==> src/rtl/mac_acc_fp25_if.sv <==
// Sample-in / frame-sum-out port bundle for the fp(2,5) accumulator stage.
//
// Both ports use valid/ready: a transfer happens on a rising clk edge where
// valid and ready are both 1. The sender holds its payload stable while valid
// is 1 and ready is 0. Ready may depend combinationally on the other side.
interface mac_acc_fp25_if #(
    parameter int IN_W  = 18,
    parameter int ACC_W = 26,
    parameter int CNT_W = 9
);
    logic                    in_valid;
    logic                    in_ready;
    logic signed [IN_W-1:0]  in_data;
    logic                    in_last;
    logic [CNT_W-1:0]        cfg_len;
    logic                    out_valid;
    logic                    out_ready;
    logic signed [ACC_W-1:0] out_data;
    logic [CNT_W-1:0]        out_cnt;
    logic                    out_sat;

    modport master (
        output in_valid, in_data, in_last, cfg_len, out_ready,
        input  in_ready, out_valid, out_data, out_cnt, out_sat
    );

    modport slave (
        input  in_valid, in_data, in_last, cfg_len, out_ready,
        output in_ready, out_valid, out_data, out_cnt, out_sat
    );
endinterface

==> src/rtl/mac_acc_fp25.sv <==
// Frame accumulator: sums signed product-sum samples into a saturating
// ACC_W-bit total; a frame closes on in_last or after cfg_len samples and the
// sum is presented one cycle later on the valid/ready output port.
module mac_acc_fp25 #(
    parameter int IN_W  = 18,
    parameter int ACC_W = 26,
    parameter int CNT_W = 9
) (
    input  logic              clk,
    input  logic              rst,
    mac_acc_fp25_if.slave     bus,
    output logic              dbg_state
);
    typedef enum logic {
        S_IDLE = 1'b0,
        S_ACC  = 1'b1
    } state_t;

    localparam logic signed [ACC_W-1:0] ACC_MAX = {1'b0, {(ACC_W-1){1'b1}}};
    localparam logic signed [ACC_W-1:0] ACC_MIN = {1'b1, {(ACC_W-1){1'b0}}};
    localparam logic [CNT_W-1:0]        CNT_MAX = '1;
    localparam logic [CNT_W-1:0]        CNT_ONE = CNT_W'(1);

    state_t                  state_q, state_d;
    logic signed [ACC_W-1:0] acc_q;
    logic [CNT_W-1:0]        cnt_q;
    logic [CNT_W-1:0]        len_q;
    logic                    sat_q;

    logic                    out_valid_q;
    logic signed [ACC_W-1:0] out_data_q;
    logic [CNT_W-1:0]        out_cnt_q;
    logic                    out_sat_q;

    logic                    in_ready_c;
    logic                    accept;
    logic                    idle;
    logic signed [ACC_W-1:0] acc_base;
    logic signed [ACC_W:0]   sum_wide;
    logic                    ovf_pos, ovf_neg;
    logic signed [ACC_W-1:0] sum_clamped;
    logic                    sat_now;
    logic                    sat_run;
    logic [CNT_W-1:0]        cnt_next;
    logic [CNT_W-1:0]        len_eff;
    logic                    frame_end;

    assign idle   = (state_q == S_IDLE);
    assign accept = bus.in_valid && in_ready_c;

    // Datapath: one extra guard bit makes the add exact, then clamp to ACC_W.
    always_comb begin
        acc_base    = idle ? '0 : acc_q;
        sum_wide    = {acc_base[ACC_W-1], acc_base}
                    + {{(ACC_W+1-IN_W){bus.in_data[IN_W-1]}}, bus.in_data};
        ovf_pos     = !sum_wide[ACC_W] &&  sum_wide[ACC_W-1];
        ovf_neg     =  sum_wide[ACC_W] && !sum_wide[ACC_W-1];
        sat_now     = ovf_pos || ovf_neg;
        sum_clamped = ovf_pos ? ACC_MAX :
                      ovf_neg ? ACC_MIN : sum_wide[ACC_W-1:0];
        sat_run     = (idle ? 1'b0 : sat_q) || sat_now;
        // Counter sticks at all-ones so runaway frames report the cap.
        cnt_next    = idle ? CNT_ONE :
                      (cnt_q == CNT_MAX) ? CNT_MAX : cnt_q + CNT_ONE;
        // The first sample of a frame compares against the live cfg_len,
        // which is the value being latched into len_q on that edge.
        len_eff     = idle ? bus.cfg_len : len_q;
        frame_end   = bus.in_last || ((len_eff != '0) && (cnt_next == len_eff));
    end

    // State register.
    always_ff @(posedge clk) begin
        if (rst) state_q <= S_IDLE;
        else     state_q <= state_d;
    end

    // Next state: an accepted sample either closes the frame or keeps it open.
    always_comb begin
        state_d = state_q;
        if (accept) state_d = frame_end ? S_IDLE : S_ACC;
    end

    // Outputs: input is blocked only while a finished frame is stalled.
    always_comb begin
        in_ready_c = !out_valid_q || bus.out_ready;
        dbg_state  = state_q;
    end

    // Accumulator, counter, sticky saturation and the output holding register.
    always_ff @(posedge clk) begin
        if (rst) begin
            acc_q       <= '0;
            cnt_q       <= '0;
            len_q       <= '0;
            sat_q       <= 1'b0;
            out_valid_q <= 1'b0;
            out_data_q  <= '0;
            out_cnt_q   <= '0;
            out_sat_q   <= 1'b0;
        end else begin
            if (out_valid_q && bus.out_ready) out_valid_q <= 1'b0;
            if (accept) begin
                if (idle) len_q <= bus.cfg_len;
                if (frame_end) begin
                    out_valid_q <= 1'b1;
                    out_data_q  <= sum_clamped;
                    out_cnt_q   <= cnt_next;
                    out_sat_q   <= sat_run;
                    acc_q       <= '0;
                    cnt_q       <= '0;
                    sat_q       <= 1'b0;
                end else begin
                    acc_q <= sum_clamped;
                    cnt_q <= cnt_next;
                    sat_q <= sat_run;
                end
            end
        end
    end

    assign bus.in_ready  = in_ready_c;
    assign bus.out_valid = out_valid_q;
    assign bus.out_data  = out_data_q;
    assign bus.out_cnt   = out_cnt_q;
    assign bus.out_sat   = out_sat_q;
endmodule

==> src/flat_wrapper.sv <==
// flat-port wrapper written by rule: the top's interface ports become plain ports
module mac_acc_fp25_flat 
#(
    parameter int IN_W  = 18,
    parameter int ACC_W = 26,
    parameter int CNT_W = 9
)
  (clk, rst, dbg_state, bus_in_valid, bus_in_data, bus_in_last, bus_cfg_len, bus_out_ready, bus_in_ready, bus_out_valid, bus_out_data, bus_out_cnt, bus_out_sat);
  mac_acc_fp25_if #(.IN_W(IN_W), .ACC_W(ACC_W), .CNT_W(CNT_W)) bus_i ();
  input  logic clk;
  input  logic rst;
  output logic dbg_state;
  input wire logic [$bits(bus_i.in_valid)-1:0] bus_in_valid;
  input wire logic [$bits(bus_i.in_data)-1:0] bus_in_data;
  input wire logic [$bits(bus_i.in_last)-1:0] bus_in_last;
  input wire logic [$bits(bus_i.cfg_len)-1:0] bus_cfg_len;
  input wire logic [$bits(bus_i.out_ready)-1:0] bus_out_ready;
  output wire logic [$bits(bus_i.in_ready)-1:0] bus_in_ready;
  output wire logic [$bits(bus_i.out_valid)-1:0] bus_out_valid;
  output wire logic [$bits(bus_i.out_data)-1:0] bus_out_data;
  output wire logic [$bits(bus_i.out_cnt)-1:0] bus_out_cnt;
  output wire logic [$bits(bus_i.out_sat)-1:0] bus_out_sat;
  assign bus_i.in_valid = bus_in_valid;
  assign bus_i.in_data = bus_in_data;
  assign bus_i.in_last = bus_in_last;
  assign bus_i.cfg_len = bus_cfg_len;
  assign bus_i.out_ready = bus_out_ready;
  assign bus_in_ready = bus_i.in_ready;
  assign bus_out_valid = bus_i.out_valid;
  assign bus_out_data = bus_i.out_data;
  assign bus_out_cnt = bus_i.out_cnt;
  assign bus_out_sat = bus_i.out_sat;
  mac_acc_fp25 #(.IN_W(IN_W), .ACC_W(ACC_W), .CNT_W(CNT_W)) u_core (.clk(clk), .rst(rst), .bus(bus_i), .dbg_state(dbg_state));
endmodule
==> config.mk <==
export PLATFORM = sky130hd
export DESIGN_NAME = mac_acc_fp25_flat
export DESIGN_NICKNAME = d
export VERILOG_FILES = /design/src/rtl/mac_acc_fp25_if.sv /design/src/rtl/mac_acc_fp25.sv /design/src/flat_wrapper.sv
export SDC_FILE = /design/constraint.sdc
export NUM_CORES = 1
export LEC_CHECK = 0
export CORE_ASPECT_RATIO = 0.6
export CORE_MARGIN = 3
export CORE_UTILIZATION = 30
export CTS_BUF_LIST = sky130_fd_sc_hd__clkbuf_4 sky130_fd_sc_hd__clkbuf_8
export CTS_CLUSTER_SIZE = 8
export DETAILED_ROUTE_END_ITERATION = 10
export MAX_ROUTING_LAYER = met4
export PLACE_DENSITY_LB_ADDON = 0.3
export SYNTH_ARGS = -nofsm -noshare
export SYNTH_HDL_FRONTEND = slang
export SYNTH_SLANG_ARGS = --single-unit
==> constraint.sdc <==
create_clock -name clk -period 4.88 [get_ports clk]
set_input_delay 0.976 -clock clk [delete_from_list [all_inputs] [get_ports clk]]
set_output_delay 0.976 -clock clk [all_outputs]
set_load 0.005 [all_outputs]
==> impl_metrics.json <==
{
  "grt_pass1_wl_mm": 25.01,
  "seqPwrFrac": 0.461,
  "slowest_stage": "a211oi_1",
  "drt_iter0_drc": 368,
  "worst_slew_pin_slew_ns": 0.6124,
  "vdd_drop_max_v": 0.0001102,
  "power.leakage_uw": 0.002396,
  "period_minus_slack_ns": 4.415,
  "synth_warnings": 0,
  "grt_pass1_vias": 4743,
  "postLayoutCoreUtil": 0.3837,
  "diodes": 0,
  "die_y_microns": 107.4,
  "p_sw_uw": 530.1,
  "status": "completed",
  "hold_buffers": 0,
  "rsz0062_at_grt": "false",
  "setup_viol": 0,
  "route.detailed.drc": 0,
  "placedInstanceArea_sq_um": 6130,
  "cp_max_fo": 5,
  "syn_to_final_growth_pct": 22.99,
  "min_path_type": "register to register",
  "num_rows": 36,
  "hpwl_mm": 11.26,
  "die_w_microns": 175.0,
  "swShare": 0.3296,
  "drt_pass1_iterations": 5,
  "cts.clk_slew.worst_paths_ns": 0.10,
  "ys_ff_latch": 83,
  "slew_viol_final": 0,
  "cp_slowest_stage_delay_ns": 0.45,
  "place_congestion": 0.8919,
  "synthArstFlopShare": 0,
  "pwr-share-clk": 0.318,
  "combPwrFrac": 0.220,
  "die_area_sq_um": 18800,
  "wl_met1_mm": 8.309,
  "yosysTopAreaCellShare": 0.3231,
  "cp.arrival_ns": 4.73,
  "fin_tns_setup_ns": 0,
  "final_layout_size_suffix_gt1_frac": 0.09885,
  "clk_path_buf_depth": 2,
  "ys_types": 64,
  "route.top_layer_used": "met4",
  "met3_length_mm": 1.004,
  "post_cts_resized": 0,
  "ant_nets": 0,
  "crit_buf_inv": 3,
  "fmax_mhz": 226.5,
  "globalRouteOverflowTotal": 0,
  "io_pins": 71,
  "syn_nets": 688,
  "synth_area_per_cell_sq_um": 8.215,
  "cp-start-kind": "primary input",
  "clock_skew_ns": 0.01868,
  "via_count": 4809,
  "n_fill_cell": 1696,
  "critical_path.top_delay_family": "compound AO/OA/AOI/OAI gates",
  "routed_wl_mm": 15.40,
  "cts_tree": "built",
  "grt_util_all_layers": 0.1699,
  "core_area_sq_um": 16490,
  "yosysTopAreaCell": "dfxtp_1",
  "period_share": 0.9048,
  "start_util": 0.3119,
  "nNetsFinal": 755,
  "wl_per_cell_microns": 16.63,
  "final_cell_area_sq_um": 6325,
  "synth_area_leaders": "dfxtp_1, ha_1, a21oi_1, nand2_1, a211oi_2",
  "synth_cells": 626,
  "cp_data_required_time_ns": 5.20,
  "cts_max_level": 3,
  "vias_per_cell": 5.193,
  "ff_latch_area_sq_um": 1662,
  "endpoint_kind": "register",
  "grt_max_degree": 42,
  "drv_cap": 0,
  "met2_length_mm": 5.963,
  "synth_edf_count": 0,
  "crit_chain": "clkdlybuf4s50_1 > ha_1 > a21oi_1 > o21ai_0 > a221oi_1 > o211ai_1 > a211oi_1 > o21ai_0 > xor2_1 > inv_1 > ha_1 > buf_4 > nor2b_1 > o2111ai_1 > o2111ai_1 > mux2i_1 > nor2_1",
  "hold_violations": 0,
  "cts_root_buf": "clkbuf_8",
  "numCtsBuffers": 9,
  "synth.cell_area_sq_um": 5142,
  "critPathKind": "primary input to register",
  "multi_input_area_sq_um": 3258,
  "synth_flop_cell": "dfxtp_1",
  "port_buffers": 70,
  "cts.sinks": 83,
  "yosysSeqAreaShare": 0.3231,
  "clock_latency_ns": 0.38,
  "powerDensity_nw_per_um2": 254.3,
  "cts_setup_buffers": 0,
  "maxSlewHeadroom": 0.5917,
  "internal_power_uw": 1078,
  "grt_antenna_before_repair": 0
}
-- worst reg2reg max path: cells and delay by family, from the launching register on --
kind | cells | cell delay, ns
compound gates | 6 | 1.30
xor+xnor | 1 | 0.22
fa+ha+maj | 2 | 0.54
buf+inv | 3 | 0.58
flops | 1 | 0.35
mux | 1 | 0.11
simple gates | 5 | 0.91
-- cells by family (layout without fill, tap and decap cells) --
| logic type | count (synthesis) | after routing | synth area share |
|---|---|---|---|
| buffers and inverters | 53 | 125 | 0.04428 |
| and+or+nand+nor | 211 | 211 | 0.2146 |
| adders and majority gates | 30 | 30 | 0.07445 |
| DFF | 83 | 83 | 0.3231 |
| AOI/OAI and AO/OA | 221 | 221 | 0.2947 |
| xor gates and xnor gates | 23 | 23 | 0.03917 |
| muxes | 5 | 5 | 0.009733 |
-- metal layers --
layer	vias to the layer above	global-route usage
li1	2402	-
met4	0	0.03470
met5	-	-
met3	11	0.03665
met2	159	0.2304
met1	2237	0.2556
-- power groups by stage --
stage | Sequential [uW] | Clock, uW | Combinational (uW)
floorplan | 753 | 0 | 206
global placement | 756 | 0 | 348
detailed placement | 758 | 0 | 352
CTS | 743 | 535 | 354
global route | 748 | 553 | 387
finish | 742 | 512 | 354
-- cell usage in the layout, fill, tap and decap left out, drive strengths merged, types with 8 or more instances in the layout --
master,n
nand2,77
and2,28
dfxtp,83
xnor2,14
o21ai,53
clkbuf,9
nor2,24
a21oi,68
inv,25
or3,9
and3,8
a31oi,11
a211oi,30
a21o,11
nor2b,28
buf,21
clkdlybuf4s50,69
nand4,8
ha,29
xor2,9
-- worst paths after layout --
kind                                                    start                                   end  slack (ns)  depth (start not counted)
worst min-delay path            u_core.acc_q[12]$_SDFFE_PP0P_         u_core.acc_q[12]$_SDFFE_PP0P_        0.45                          2
worst max register to register  u_core.dbg_state$_SDFFE_PP0P_  u_core.bus.out_data[17]$_SDFFE_PP0P_        0.81                         18
worst min register to register  u_core.acc_q[12]$_SDFFE_PP0P_         u_core.acc_q[12]$_SDFFE_PP0P_        0.45                          2
worst max-delay path                           bus_in_data[8]  u_core.bus.out_data[17]$_SDFFE_PP0P_        0.46                         17
-- synth_stat cells, types with 3 or more instances --
cell and count:
buf_2 5, a21oi_1 67, xnor2_1 14, nand4_1 5
xor2_1 9, a211oi_1 9, a21o_1 10, or3_1 9
nor3_1 6, a221oi_1 3, o21a_1 7, inv_1 19
or2_1 4, a211oi_2 20, o21ai_1 7, a32o_1 3
nand2_1 77, mux2i_1 5, o311a_1 3, and3_1 7
buf_4 6, a311oi_1 5, nor4_1 3, nor2_1 23
nand3_1 6, a31oi_1 11, ha_1 29, a22o_1 4
nor2b_1 28, o21ai_0 46, o31ai_1 5, o2111ai_1 3
and2_1 28, dfxtp_1 83, clkbuf_1 22
-- state kept, by name, indices dropped and copies added (netlist names) --
name / cells
u_core.sat_q: 1
u_core.bus.out_cnt: 9
u_core.cnt_q: 9
u_core.bus.out_data: 26
u_core.dbg_state: 1
u_core.bus.out_sat: 1
u_core.len_q: 9
u_core.bus.out_valid: 1
u_core.acc_q: 26
-- stage by stage --
step / std cells / setup WS, ns / hold WS (ns) / power [uW]
after floorplan: 626 / 0.2101 / 0.4167 / 959.0
after global placement: 910 / 0.1223 / 0.4279 / 1104
after detailed placement: 910 / 0.05951 / 0.4348 / 1110
after CTS: 926 / 0.4353 / 0.4567 / 1632
after global routing: 926 / 0.1150 / 0.4799 / 1689
final: 926 / 0.4647 / 0.4515 / 1608
-- area by class of cell --
cell class              instances  share of cell area
repair buffers                 90              0.1357
inverters                      19             0.01128
well taps                     228             0.04510
clock buffers                   9             0.01958
flip-flops and latches         83              0.2627
multi-input cells             490              0.5151
clock inverters                 7             0.01048
No activity file was read; power rests on OpenSTA's default activity.
